File: src/rtl/wb_write_arbiter.sv
// Register-file write-port arbiter: pipeline writeback has priority, long-latency
// results are buffered in a small FIFO and drained on idle pipeline cycles.
module wb_write_arbiter #(
  parameter int DATA_W = 32,
  parameter int ADDR_W = 5,
  parameter int DEPTH  = 4
) (
  input  logic                    clk,
  input  logic                    rst,
  input  logic                    wb_we,
  input  logic [ADDR_W-1:0]       wb_waddr,
  input  logic [DATA_W-1:0]       wb_wdata,
  input  logic                    lt_valid,
  output logic                    lt_ready,
  input  logic [ADDR_W-1:0]       lt_waddr,
  input  logic [DATA_W-1:0]       lt_wdata,
  output logic                    we,
  output logic [ADDR_W-1:0]       waddr,
  output logic [DATA_W-1:0]       wdata,
  input  logic [ADDR_W-1:0]       chk_addr1,
  input  logic [ADDR_W-1:0]       chk_addr2,
  output logic                    chk_hit1,
  output logic                    chk_hit2,
  output logic [$clog2(DEPTH):0]  fifo_count
);

  localparam int PW = $clog2(DEPTH);
  localparam int CW = PW + 1;

  logic [ADDR_W-1:0] fifo_addr [DEPTH];
  logic [DATA_W-1:0] fifo_data [DEPTH];
  logic [PW-1:0]     rd_ptr;
  logic [PW-1:0]     wr_ptr;
  logic [CW-1:0]     count;
  logic              out_lt;
  logic [DEPTH-1:0]  entry_valid;

  logic lt_fire;
  logic wb_go;
  logic fifo_empty;
  logic pop;
  logic bypass;
  logic push;

  assign lt_ready   = !rst && (count < CW'(DEPTH));
  assign lt_fire    = lt_valid && lt_ready;
  assign wb_go      = wb_we && (wb_waddr != '0);
  assign fifo_empty = (count == '0);
  assign pop        = !wb_go && !fifo_empty;
  assign bypass     = !wb_go && fifo_empty && lt_fire && (lt_waddr != '0);
  assign push       = lt_fire && (lt_waddr != '0) && !bypass;
  assign fifo_count = count;

  // An entry is live when its distance from the read pointer is below the occupancy.
  always_comb begin
    logic [PW-1:0] off;
    entry_valid = '0;
    for (int unsigned i = 0; i < DEPTH; i++) begin
      off            = PW'(i) - rd_ptr;
      entry_valid[i] = ({1'b0, off} < count);
    end
  end

  always_comb begin
    logic h1;
    logic h2;
    h1 = 1'b0;
    h2 = 1'b0;
    for (int unsigned i = 0; i < DEPTH; i++) begin
      if (entry_valid[i] && (fifo_addr[i] == chk_addr1)) h1 = 1'b1;
      if (entry_valid[i] && (fifo_addr[i] == chk_addr2)) h2 = 1'b1;
    end
    if (lt_valid && (lt_waddr == chk_addr1)) h1 = 1'b1;
    if (lt_valid && (lt_waddr == chk_addr2)) h2 = 1'b1;
    if (we && out_lt && (waddr == chk_addr1)) h1 = 1'b1;
    if (we && out_lt && (waddr == chk_addr2)) h2 = 1'b1;
    chk_hit1 = h1 && (chk_addr1 != '0);
    chk_hit2 = h2 && (chk_addr2 != '0);
  end

  always_ff @(posedge clk) begin
    if (push) begin
      fifo_addr[wr_ptr] <= lt_waddr;
      fifo_data[wr_ptr] <= lt_wdata;
    end
  end

  always_ff @(posedge clk or posedge rst) begin
    if (rst) begin
      we     <= 1'b0;
      waddr  <= '0;
      wdata  <= '0;
      out_lt <= 1'b0;
      rd_ptr <= '0;
      wr_ptr <= '0;
      count  <= '0;
    end else begin
      if (wb_go) begin
        we     <= 1'b1;
        waddr  <= wb_waddr;
        wdata  <= wb_wdata;
        out_lt <= 1'b0;
      end else if (pop) begin
        we     <= 1'b1;
        waddr  <= fifo_addr[rd_ptr];
        wdata  <= fifo_data[rd_ptr];
        out_lt <= 1'b1;
      end else if (bypass) begin
        we     <= 1'b1;
        waddr  <= lt_waddr;
        wdata  <= lt_wdata;
        out_lt <= 1'b1;
      end else begin
        we     <= 1'b0;
        out_lt <= 1'b0;
      end

      if (push) wr_ptr <= wr_ptr + PW'(1);
      if (pop)  rd_ptr <= rd_ptr + PW'(1);
      case ({push, pop})
        2'b10:   count <= count + CW'(1);
        2'b01:   count <= count - CW'(1);
        default: count <= count;
      endcase
    end
  end

endmodule
File: config.mk
export PLATFORM = sky130hd
export DESIGN_NAME = wb_write_arbiter
export DESIGN_NICKNAME = d
export VERILOG_FILES = /design/src/rtl/wb_write_arbiter.sv
export SDC_FILE = /design/constraint.sdc
export NUM_CORES = 1
export LEC_CHECK = 0
export BUFFER_PORTS_ARGS = -buffer_cell sky130_fd_sc_hd__buf_2
export CAP_MARGIN = 20
export CORE_MARGIN = 5
export CORE_UTILIZATION = 35
export DETAILED_ROUTE_END_ITERATION = 16
export PLACE_DENSITY = 0.59
export SYNTH_ARGS = -nofsm -noshare
export SYNTH_HDL_FRONTEND = slang
export SYNTH_SLANG_ARGS = --single-unit
File: constraint.sdc
create_clock -name clk -period 5.4 [get_ports clk]
set_clock_uncertainty 0.1 [all_clocks]
set_input_delay 1.08 -clock clk [delete_from_list [all_inputs] [get_ports clk]]
set_output_delay 1.08 -clock clk [all_outputs]
set_load 0.005 [all_outputs]
* After elaboration in Yosys (flattened, before gate mapping)
Memories as Yosys holds them, arrays and structs flattened.
Index checks and enable logic that the tools add are counted.
Widths: inputs -> output; s select.
** Storage, ports and cells
- Bits in registers :: 46
- Memories kept :: 2
- Latch bits :: 0
- Word-level logic and storage cells :: 96
- Memory bits (read-only) :: 0
- RAM bits :: 148
** Cells by class
- Divide/modulo/power cells :: 0
- Multiply operators :: 0
- Shifts and indexed selects :: 0
- $lt $le $gt $ge :: 5
- Multiplexer cells :: 25
- Eq/ne operators :: 14
- Bitwise gates (word level) :: 0
- Reduce and logical (&&, ||, !) cells :: 35
- $add $sub $neg :: 8
** Memory list
- fifo_data :: words 4, width 32, rd ports 1, clocked after memory_dff 0, wr ports 1, RTL line 31 : logic [DATA_W-1:0] fifo_data [DEPTH];
- fifo_addr :: words 4, width 5, rd ports 5, clocked after memory_dff 0, wr ports 1, RTL line 30 : logic [ADDR_W-1:0] fifo_addr [DEPTH];
** Operators by type and width (number)
- $mux 32 :: 3
- $eq 5x5->1 :: 12
- $logic_and 1x1->1 :: 24
- $reduce_bool 5->1 :: 4
- $mux 1 :: 18
- $mux 5 :: 3
- $lt 2x3->1 :: 4
- $pmux 3 s2 :: 1
- $add 2x1->2 const B :: 2
- $logic_not 1->1 :: 4
- $sub 1x2->2 const A :: 2
- $sub 2x2->2 const A :: 2
- $add 3x1->3 const B :: 1
- $logic_not 3->1 :: 1
- $lt 3x3->1 const B :: 1
- $reduce_bool 3->1 :: 1
- $sub 3x1->3 const B :: 1
- $eq 2x1->1 const B :: 1
- $eq 2x2->1 const B :: 1
- $reduce_bool 2->1 :: 1

* Longest topological paths before layout
Gate-level depths: netlist (run 1).
- Word-level depth :: 10
- Gate-level depth with buffers :: 12

* Worst setup path after synthesis (run 1)
Ideal clock, no wire load.
- Path type :: in2reg
- Start :: in wb_waddr[3]
- End :: reg count[2] (netlist: fifo_count[2])
- Setup slack :: 2.044 ns
- Arrival time :: 3.176 ns
- Cell stages on the path :: 10
- Required time :: 5.221 ns
- Cell sequence :: or4_1 o21a_1 buf_2 nor2_2 ha_1 inv_1 fa_1 xor2_1 nor2_1 xor2_1
** On the way
- Cells in the longest elaborated chain, start to end :: 10
- Elaborated cells on any way between the ends :: 13
- Those cells by class :: 2 x eq/ne; 1 x mux; 10 x reduce/logical
** Ends and longest elaborated chain
- start, declared :: RTL line 11 : input logic [ADDR_W-1:0] wb_waddr,
- $reduce_bool 5->1 (*) :: RTL line 47 : assign wb_go = wb_we && (wb_waddr != '0);
- $logic_and 1x1->1 (*) :: RTL line 47
- $logic_not 1->1 (*) :: RTL line 49, 50
- $logic_and 1x1->1 (3 in series) :: RTL line 50 : assign bypass = !wb_go && fifo_empty && lt_fire && (lt_waddr != '0);
- $logic_not 1->1 :: RTL line 51 : assign push = lt_fire && (lt_waddr != '0) && !bypass;
- $logic_and 1x1->1 :: RTL line 51
- $eq 2x1->1 / $eq 2x2->1 (equally long branches) :: RTL line 120 : case ({push, pop})
- $pmux 3 s2 / $reduce_bool 2->1 (equally long branches)
- end signal, assigned :: RTL line 121 : 2'b10: count <= count + CW'(1);
- end signal, assigned :: RTL line 122 : 2'b01: count <= count - CW'(1);
- end signal, assigned :: RTL line 123 : default: count <= count;
- end, declared :: RTL line 34 : logic [CW-1:0] count;
Every way passes the cells marked *; elsewhere a longest branch is shown, timed or not.
A chain may end at the register's enable or synchronous reset.

* Worst setup path after layout (run 1)
- Start :: reg rd_ptr[1]
- End :: out chk_hit2
** On the way
- Cells in the longest elaborated chain, start to end :: 10
- Elaborated cells on any way between the ends :: 19
- Those cells by class :: 4 x add/sub; 4 x order compare; 6 x mux; 5 x reduce/logical
** Ends and longest elaborated chain
- start, declared :: RTL line 32 : logic [PW-1:0] rd_ptr;
- start signal, assigned :: RTL line 119 : if (pop) rd_ptr <= rd_ptr + PW'(1);
- $sub 1x2->2 :: RTL line 59 : off = PW'(i) - rd_ptr;
- $lt 2x3->1 :: RTL line 60 : entry_valid[i] = ({1'b0, off} < count);
- $logic_and 1x1->1 :: RTL line 71 : if (entry_valid[i] && (fifo_addr[i] == chk_addr2)) h2 = 1'b1;
- $mux 1 (3 in series) :: RTL line 71
- $mux 1 (*) :: RTL line 71
- $mux 1 (*) :: RTL line 74 : if (lt_valid && (lt_waddr == chk_addr2)) h2 = 1'b1;
- $mux 1 (*) :: RTL line 76 : if (we && out_lt && (waddr == chk_addr2)) h2 = 1'b1;
- $logic_and 1x1->1 (*) :: RTL line 78 : chk_hit2 = h2 && (chk_addr2 != '0);
- end, declared :: RTL line 23 : output logic chk_hit2,
Marked as above.

==> results, run 1 <==
- The run finished with clean final reports.
- The number of hold buffers added after CTS was 0.
- The y dimension of the die is 167 um.
- The multi-input combinational cells in the finished layout cover a total of 2860 um^2.
- The critical path's slowest cell is dfrtp_2.
- The proportion of synthesized chip area in sequential cells is 64.6%.
- The clock tree from TritonCTS is yes.
- The repair_antennas step left the layout with diodes totalling 0.
- The average vias per placed instance is 5.22.
- The final cycle utilization of the critical path is 78.8%.
- Timing analysis after detailed placement gives a worst setup slack of 1.23 ns.
- In this run the clock root is driven by a clkbuf_16.
- Once the clock tree was built, the setup fixing pass inserted 0 buffers.
- Global routing used 15.9% of the available tracks across all layers.
- The final instance count without filler cells is 1026.
- The setup slack of the worst register-to-register path is 2.05 ns.
- The count of buffers inserted at the top-level ports is 131.
- Summed over all layers, the global routing overflow is 0.
- The data arrival time of the critical path is 3.07 ns.
- Counting flops and latches in the post-synthesis netlist gives 194.
- In this run the static leakage power is 3.70 nW.
- The via count of the first global-routing pass is 5745.
- By area the synthesized netlist is led by edfxtp_1 51%, dfrtp_1 13%, mux4_2 9.6%.
- STA puts the critical path data required time at 4.22 ns.
- In the final routed layout, each cell accounts on average for 21.8 um.
- The leading area contributor after synthesis is edfxtp_1.
- Of the cells placed in the final design, the portion with a size suffix greater than 1 is 31.6%.
- Measured along the x axis, the die boundary spans 167 um.
- The clock tree synthesis step divided the H-tree into 4 levels.
- The worst-case vdd ir drop is 0.260 mV.
- The kind of critical path is register to primary output.
- In this run the tightest slew margin relative to its limit is 27.8%.
- Entering global routing, the biggest net connects 47 pins.
- The clock-pin slew on the worst setup and hold paths is 0.08 ns.
- Based on the critical path, the design can be clocked at up to 235 MHz.
- By count the netlist is led by 148 x edfxtp_1, 46 x dfrtp_1, 44 x nand2_1.
- The top-level port count is 132.
- The first global-routing pass estimated 33900 um of wire.
- Max-cap violations in this run came to 0.
- The insertion delay of the later-clocked pin in the worst-skew pair is 0.44 ns.
- The post-synth design cell area is 8660 um^2.
- The actual slew at the worst max-slew pin is 1.08 ns.
- The most instantiated library cell after synthesis is edfxtp_1.
- The count of mapped cells out of synthesis is 573.
- The remaining design rule violation count is 0.
- Walking the worst path, the cells encountered are xnor2_1 > inv_1 > ha_1 > nand2b_1 > o22ai_1 > nor4_1 > nor3_1 > a21oi_1 > buf_2.
- Counting the fill cells in the layout gives 2207.
- Yosys mapped a number of flops with a built-in enable equal to 148.
- The post-synth net total is 671.
- Of all nets on the critical path, the largest fanout is 41.
- In this run the worst hold path is classified as register to register.
- Setup repair after global routing left no endpoint under its margin.
- The routed via count is 5360.
- The area fraction of the dominant cell type after synthesis is 51.3%.
- The deepest clock path buffer count is 2.
- The number of nets still failing antenna checks after routing is 0.
- The number of antenna violations at the first check in global routing is 1.
- The final setup violation count is 0.
- The number of warning messages in the yosys log is 0.
- Among all flip-flop cells after synthesis, the most frequent one is edfxtp_1.
- The first routing iteration left 453 violations.
- For this run, the detailed router's first-pass iteration total came to 5.
- The worst setup path is launched from a register.
- Clock tree synthesis found a total of 194 sinks.
- The floorplan die area is 28000 um^2.
- Counting distinct cell types in the post-synthesis netlist gives 47.
- At the end of routability-driven placement, the weighted congestion stood at 0.898.
- The mean instance size in the synthesized netlist is 15.1 um^2.
- For the finished layout, the period the worst path requires is 4.25 ns.
- In the post-route analysis, the smallest setup slack over all paths is 1.15 ns.
- For this block, the routed nets add up to 22400 um of wire.
- In this run the standard cell core region covers 24300 um^2.
- For this run, the post-layout net count is 787.
- Once the floorplan was initialized, standard cells occupied 35.6% of the core.
- The power density over the cells is 473 nW/um^2.
- Including well taps, the total number of placed cells is 993.
- Setup total negative slack on the finished layout was measured at 0 ns.
- The post-DP HPWL is 14900 um.
- The max-slew violation count was 0.
- The async set or reset register ratio after synthesis is 23.7%.
- The largest single stage delay on the critical path is 1.08 ns.
- The row count is 57.
- The total clock buffers created by CTS is 17.
- The final hold violation count is 0.
- The endpoint kind of the worst setup timing path is a primary output.
- The area growth from synthesis to layout is 18.1%.
- The post-cts sizing count is 0.
- The sequential cell area in the final layout is 5600 um^2.
## registers in the layout, summed over array words and instances (netlist names)
register / cells
wr_ptr: 2
fifo_count: 3
rd_ptr: 2
wdata: 32
fifo_addr: 20
we: 1
waddr: 5
out_lt: 1
fifo_data: 128
## logic make-up (layout without fill, tap and decap cells)
| logic type | after synthesis | after routing | share of synthesized area (%) |
|---|---|---|---|
| buffers and inverters | 53 | 182 | 2.59 |
| adder cells (fa/ha/maj) | 10 | 10 | 1.53 |
| AND/OR/NAND/NOR | 121 | 121 | 6.62 |
| multiplexers | 39 | 39 | 9.87 |
| XOR/XNOR | 67 | 67 | 6.78 |
| flip-flops | 194 | 194 | 64.6 |
| AO/OA/AOI/OAI | 89 | 89 | 7.96 |
## critical path: cells and delay by family, from the launching register on
kind	cells	cell delay, ns
compound gates	2	0.25
flops	1	1.08
simple gates	3	0.60
buf+inv	2	0.21
fa+ha+maj	1	0.27
xor+xnor	1	0.23
## through the flow
step	util [%]	hold WS [ns]	power (mW)	instance area, um^2
finish	42.0	0.416	4.83	10200
global route	42.0	0.432	5.11	10200
CTS	42.0	0.415	4.90	10200
detailed placement	39.5	0.390	3.60	9600
global placement	39.5	0.395	3.55	9600
floorplan	-	0.402	3.06	8660
## cell type report
type / instances / area share [%]
well taps: 324 / 3.97
repair buffers: 137 / 6.98
clock buffers: 20 / 4.48
flip-flops and latches: 194 / 54.8
inverters: 13 / 0.477
multi-input cells: 326 / 28.0
clock inverters: 12 / 1.37
## path summary, 6_finish.rpt
path                                from               to  depth (start not counted)
setup / recovery               rd_ptr[1]         chk_hit2                          9
hold / removal                 wdata[20]        wdata[20]                          1
setup reg to reg           fifo_count[2]  fifo_data[1][6]                          4
hold reg to reg                wdata[20]        wdata[20]                          1
max in group asynchronous            rst         wdata[6]                          3
min in group asynchronous            rst        wdata[19]                          2
## metal layers
metal	vias up	track usage [%]	wire (um)
li1	2426	-	-
met4	2	4.55	368
met1	2751	20.2	9740
met3	24	4.10	1140
met2	157	26.9	11100
met5	-	0	11
## cell usage in the layout, fill, tap and decap left out, drive strengths merged, types with 9 or more instances in the layout
master / instances
xor2: 26
o21ai: 17
xnor2: 41
inv: 19
o221a: 15
a21oi: 24
mux4: 37
buf: 137
clkbuf: 20
dfrtp: 46
a221o: 19
nor2: 24
ha: 9
edfxtp: 148
nor3: 21
nand2: 44
nor4: 9
## where the power goes
| part | switching, mW | internal, mW | leakage, nW | total [mW] |
|---|---|---|---|---|
| logic | 0.751 | 0.705 | 1.53 | 1.46 |
| registers | 0.232 | 1.85 | 1.87 | 2.08 |
| clock network | 0.573 | 0.721 | 0.296 | 1.29 |
| total | 1.56 | 3.28 | 3.70 | 4.83 |
Note: power is estimated with default switching activity, not from simulation.
==> run 2: changes to the inputs <==
==> constraint.sdc (replaced) <==
create_clock -name clk -period 4.35 [get_ports clk]
set_clock_uncertainty 0.1 [all_clocks]
set_input_delay 0.87 -clock clk [delete_from_list [all_inputs] [get_ports clk]]
set_output_delay 0.87 -clock clk [all_outputs]
set_load 0.005 [all_outputs]
==> run 2 against run 1 <==
- register-to-register slack worse by 1.0 ns
- largest cell class unchanged
- global-route usage is 0.36 points lower
- clock-buffer cell count is 3 lower
==> results, run 2 (synthesis results as in run 1) <==
- The met1 wire length is 9210 um (-5.4%).
- The library cell used most frequently in the layout, excluding fill and tap cells, is edfxtp_1.
- The leakage power figure is 3.71 nW (+0.34%).
- The remaining design rule violation count was 0 (unchanged).
- The final setup violation count was 0 (unchanged).
- The final net count was 791 (+0.51%).
- The post-synthesis to final-layout area growth is 18.6%.
- The terminus of the critical flop-to-flop path is fifo_data[2][24].
- The worst setup path is captured at a primary output.
- The actual slew at the worst max-slew pin was 1.03 ns (-0.0519 ns).
- The highest metal layer carrying signal wires in the routed design is met5.
- The power density over the cells was 579 nW/um^2 (+22%).
- The detailed-routing iteration count for the pre-antenna-repair pass is 4 (-1).
- The worst-path maximum fanout was 42 (+2.4%).
- The instance count after placement with tap cells included was 996 (+0.30%).
- The DRC marker count from the first detailed-route iteration is 412 (-9.1%).
- The critical path's slowest cell is buf_4.
- The fmax is 278 MHz.
- The number of levels the H-tree was split into is 4 (unchanged).
- The met2 routed wirelength is 10700 um (-3.7%).
- The number of flip-flops under the largest register name came to 128 (unchanged).
- STA classifies the critical path startpoint as a register.
- The insertion delay of the later-clocked pin in the worst-skew pair is 0.43 ns (about the same).
- The total clock buffers created by CTS is 17 (unchanged).
- The weighted congestion reported at the end of routability-driven placement was 0.865 (-3.6%).
- The top cell types in the final layout, fill and taps aside, are 148 x edfxtp_1, 131 x buf_2, 44 x nand2_1, 44 x dfrtp_1, 41 x xnor2_1.
- The worst path needs 3.60 ns of the cycle, external delays included.
- The overflow left after global routing came to 0 (unchanged).
- The max-slew violation count came to 0 (unchanged).
- The launch point of the worst reg-to-reg path is fifo_count[2].
- The chip width came to 167 um (unchanged).
- The number of clock sinks seen by CTS is 194 (unchanged).
- The post-DP HPWL was 14200 um (-4.3%).
- The final hold violation count is 0 (unchanged).
- The clock-pin slew on the worst setup and hold paths was 0.08 ns (about the same).
- The worst hold path belongs to the class input port to asynchronous set/reset pin.
- The starting density of the core is 35.6% (unchanged).
- The data required time of the critical path is 3.38 ns (-0.84 ns).
- The total of hold buffers inserted after clock tree synthesis was 0 (unchanged).
- The cell at the root of the clock tree is clkbuf_16.
- The final instance count without filler cells is 1031 (+0.49%).
- The worst stage delay on the critical path is 0.64 ns (-0.44 ns).
- The post-CTS setup-driven buffer insertion count is 0 (unchanged).
- The flow ran to the end, and the final reports show no timing, DRC or antenna violations.
- The y dimension of the die is 167 um (unchanged).
- The data arrival time of the critical path is 2.63 ns (-0.44 ns).
- The average vias per placed instance is 5.17 (-1.1%).
- The dominant delay contributor by cell family on the critical path is buffers and inverters.
- By startpoint and endpoint, the worst setup path is classified as register to primary output.
- The clock tree from TritonCTS is yes.
- The number of filler cells placed in the layout is 2237 (+1.4%).
- The deepest clock path buffer count is 2 (unchanged).
- The placeable core region is 24300 um^2 (unchanged).
- The count of buffers inserted at the top-level ports is 131 (unchanged).
- The pin count of the biggest net entering global routing is 47 (unchanged).
- The top-level port count came to 132 (unchanged).
- The number of buffer and inverter instances along the worst setup path was 2 (unchanged).
- The largest registers in the layout are fifo_data: 128 flops, wdata: 32 flops, fifo_addr: 20 flops.
- The post-cts sizing count is 0 (unchanged).
- The remaining max-slew budget at the tightest pin is 31.3% (+3.5 points).
- The via count of the first global-routing pass is 5781 (+0.63%).
- fifo_data holds more flip-flops than any other register.
- The number of antenna violations at the first check in global routing is 4 (+3).
- The total negative slack came to 0 ns (unchanged).
- The wire length per cell was 20.8 um (-4.6%).
- The floorplan die area is 28000 um^2 (unchanged).
- The routed via count is 5328 (-0.60%).
- Setup repair after global routing left no endpoint under its margin.
- The wire length on met3 was 1090 um (-4.4%).
- After layout, the worst path uses 82.7% of the clock period.
- The worst-case vdd ir drop is 0.332 mV (+28%).
- The global-route wire length before repair is 33600 um (-0.77%).
- The path length in cells of the critical path is 7 (-2).
- The layout cell share with drive strength beyond 1 is 32.4% (+0.81 points).
- The max-capacitance violation count is 0 (unchanged).
- The row count was 57 (unchanged).
- The detailed-route wire length is 21400 um (-4.1%).
- The global routing usage summed across all routing layers is 15.5% (-0.36 points).
- The setup slack of the worst register-to-register path was 1.02 ns (-1.03 ns).
- Walking the worst path, the cells encountered are buf_4 > a21boi_0 > o21ba_2 > nor4_1 > nor3_1 > a21oi_1 > buf_2.
- The number of nets still failing antenna checks after routing came to 0 (unchanged).
- The logic depth of the worst register-to-register path is 4 (unchanged).
run 2: worst max-delay path by stage:
stage,startpoint,end,slack [ns]
3_3_place_gp,wb_waddr[2],fifo_count[2],0.90
5_1_grt,rd_ptr[0],chk_hit1,0.47
4_1_cts,rd_ptr[0],chk_hit1,0.63
6_report,rd_ptr[0],chk_hit2,0.75
2_1_floorplan,wb_waddr[3],fifo_count[2],1.20
3_5_place_dp,wb_waddr[2],fifo_count[2],0.84
run 2: area by class of cell:
cell class / count / area [um^2] / share of cell area [%]
diodes: 1 / 2.50 / 0.0244
clock buffers: 17 / 425 / 4.14
clock inverters: 15 / 169 / 1.65
inverters: 13 / 48.8 / 0.475
multi-input cells: 326 / 2860 / 27.9
flip-flops and latches: 194 / 5600 / 54.5
well taps: 324 / 405 / 3.95
repair buffers: 141 / 756 / 7.36
run 2: report_power, final:
group / internal [mW] / switching, mW / leakage (nW) / total [mW]
sequential: 2.30 / 0.196 / 1.87 / 2.49
combinational: 0.882 / 1.01 / 1.55 / 1.89
clock: 0.819 / 0.742 / 0.286 / 1.56
run 2: layer usage:
layer | up-vias | global-route usage (%)
met2 | 163 | 25.9
met5 | - | 0
met4 | 4 | 5.29
li1 | 2434 | -
met1 | 2696 | 19.6
met3 | 31 | 4.10
run 2: through the flow:
stage	instance area [um^2]	util (%)	hold slack (ns)	setup WS (ns)	total power, mW
after floorplan	8660	-	0.402	1.20	3.80
after global placement	9630	39.6	0.394	0.896	4.40
after detailed placement	9630	39.6	0.392	0.842	4.46
after CTS	10200	42.0	0.414	0.631	6.04
after global routing	10300	42.2	0.399	0.466	6.30
final	10300	42.2	0.353	0.752	5.94
run 2: worst register-to-register path, stage by stage, from the launching register on:
cell and delay [ns]:
dfrtp_1 0.57, or3_2 0.76, nor2_1 0.19, nor2_1 0.38, and2_2 0.91
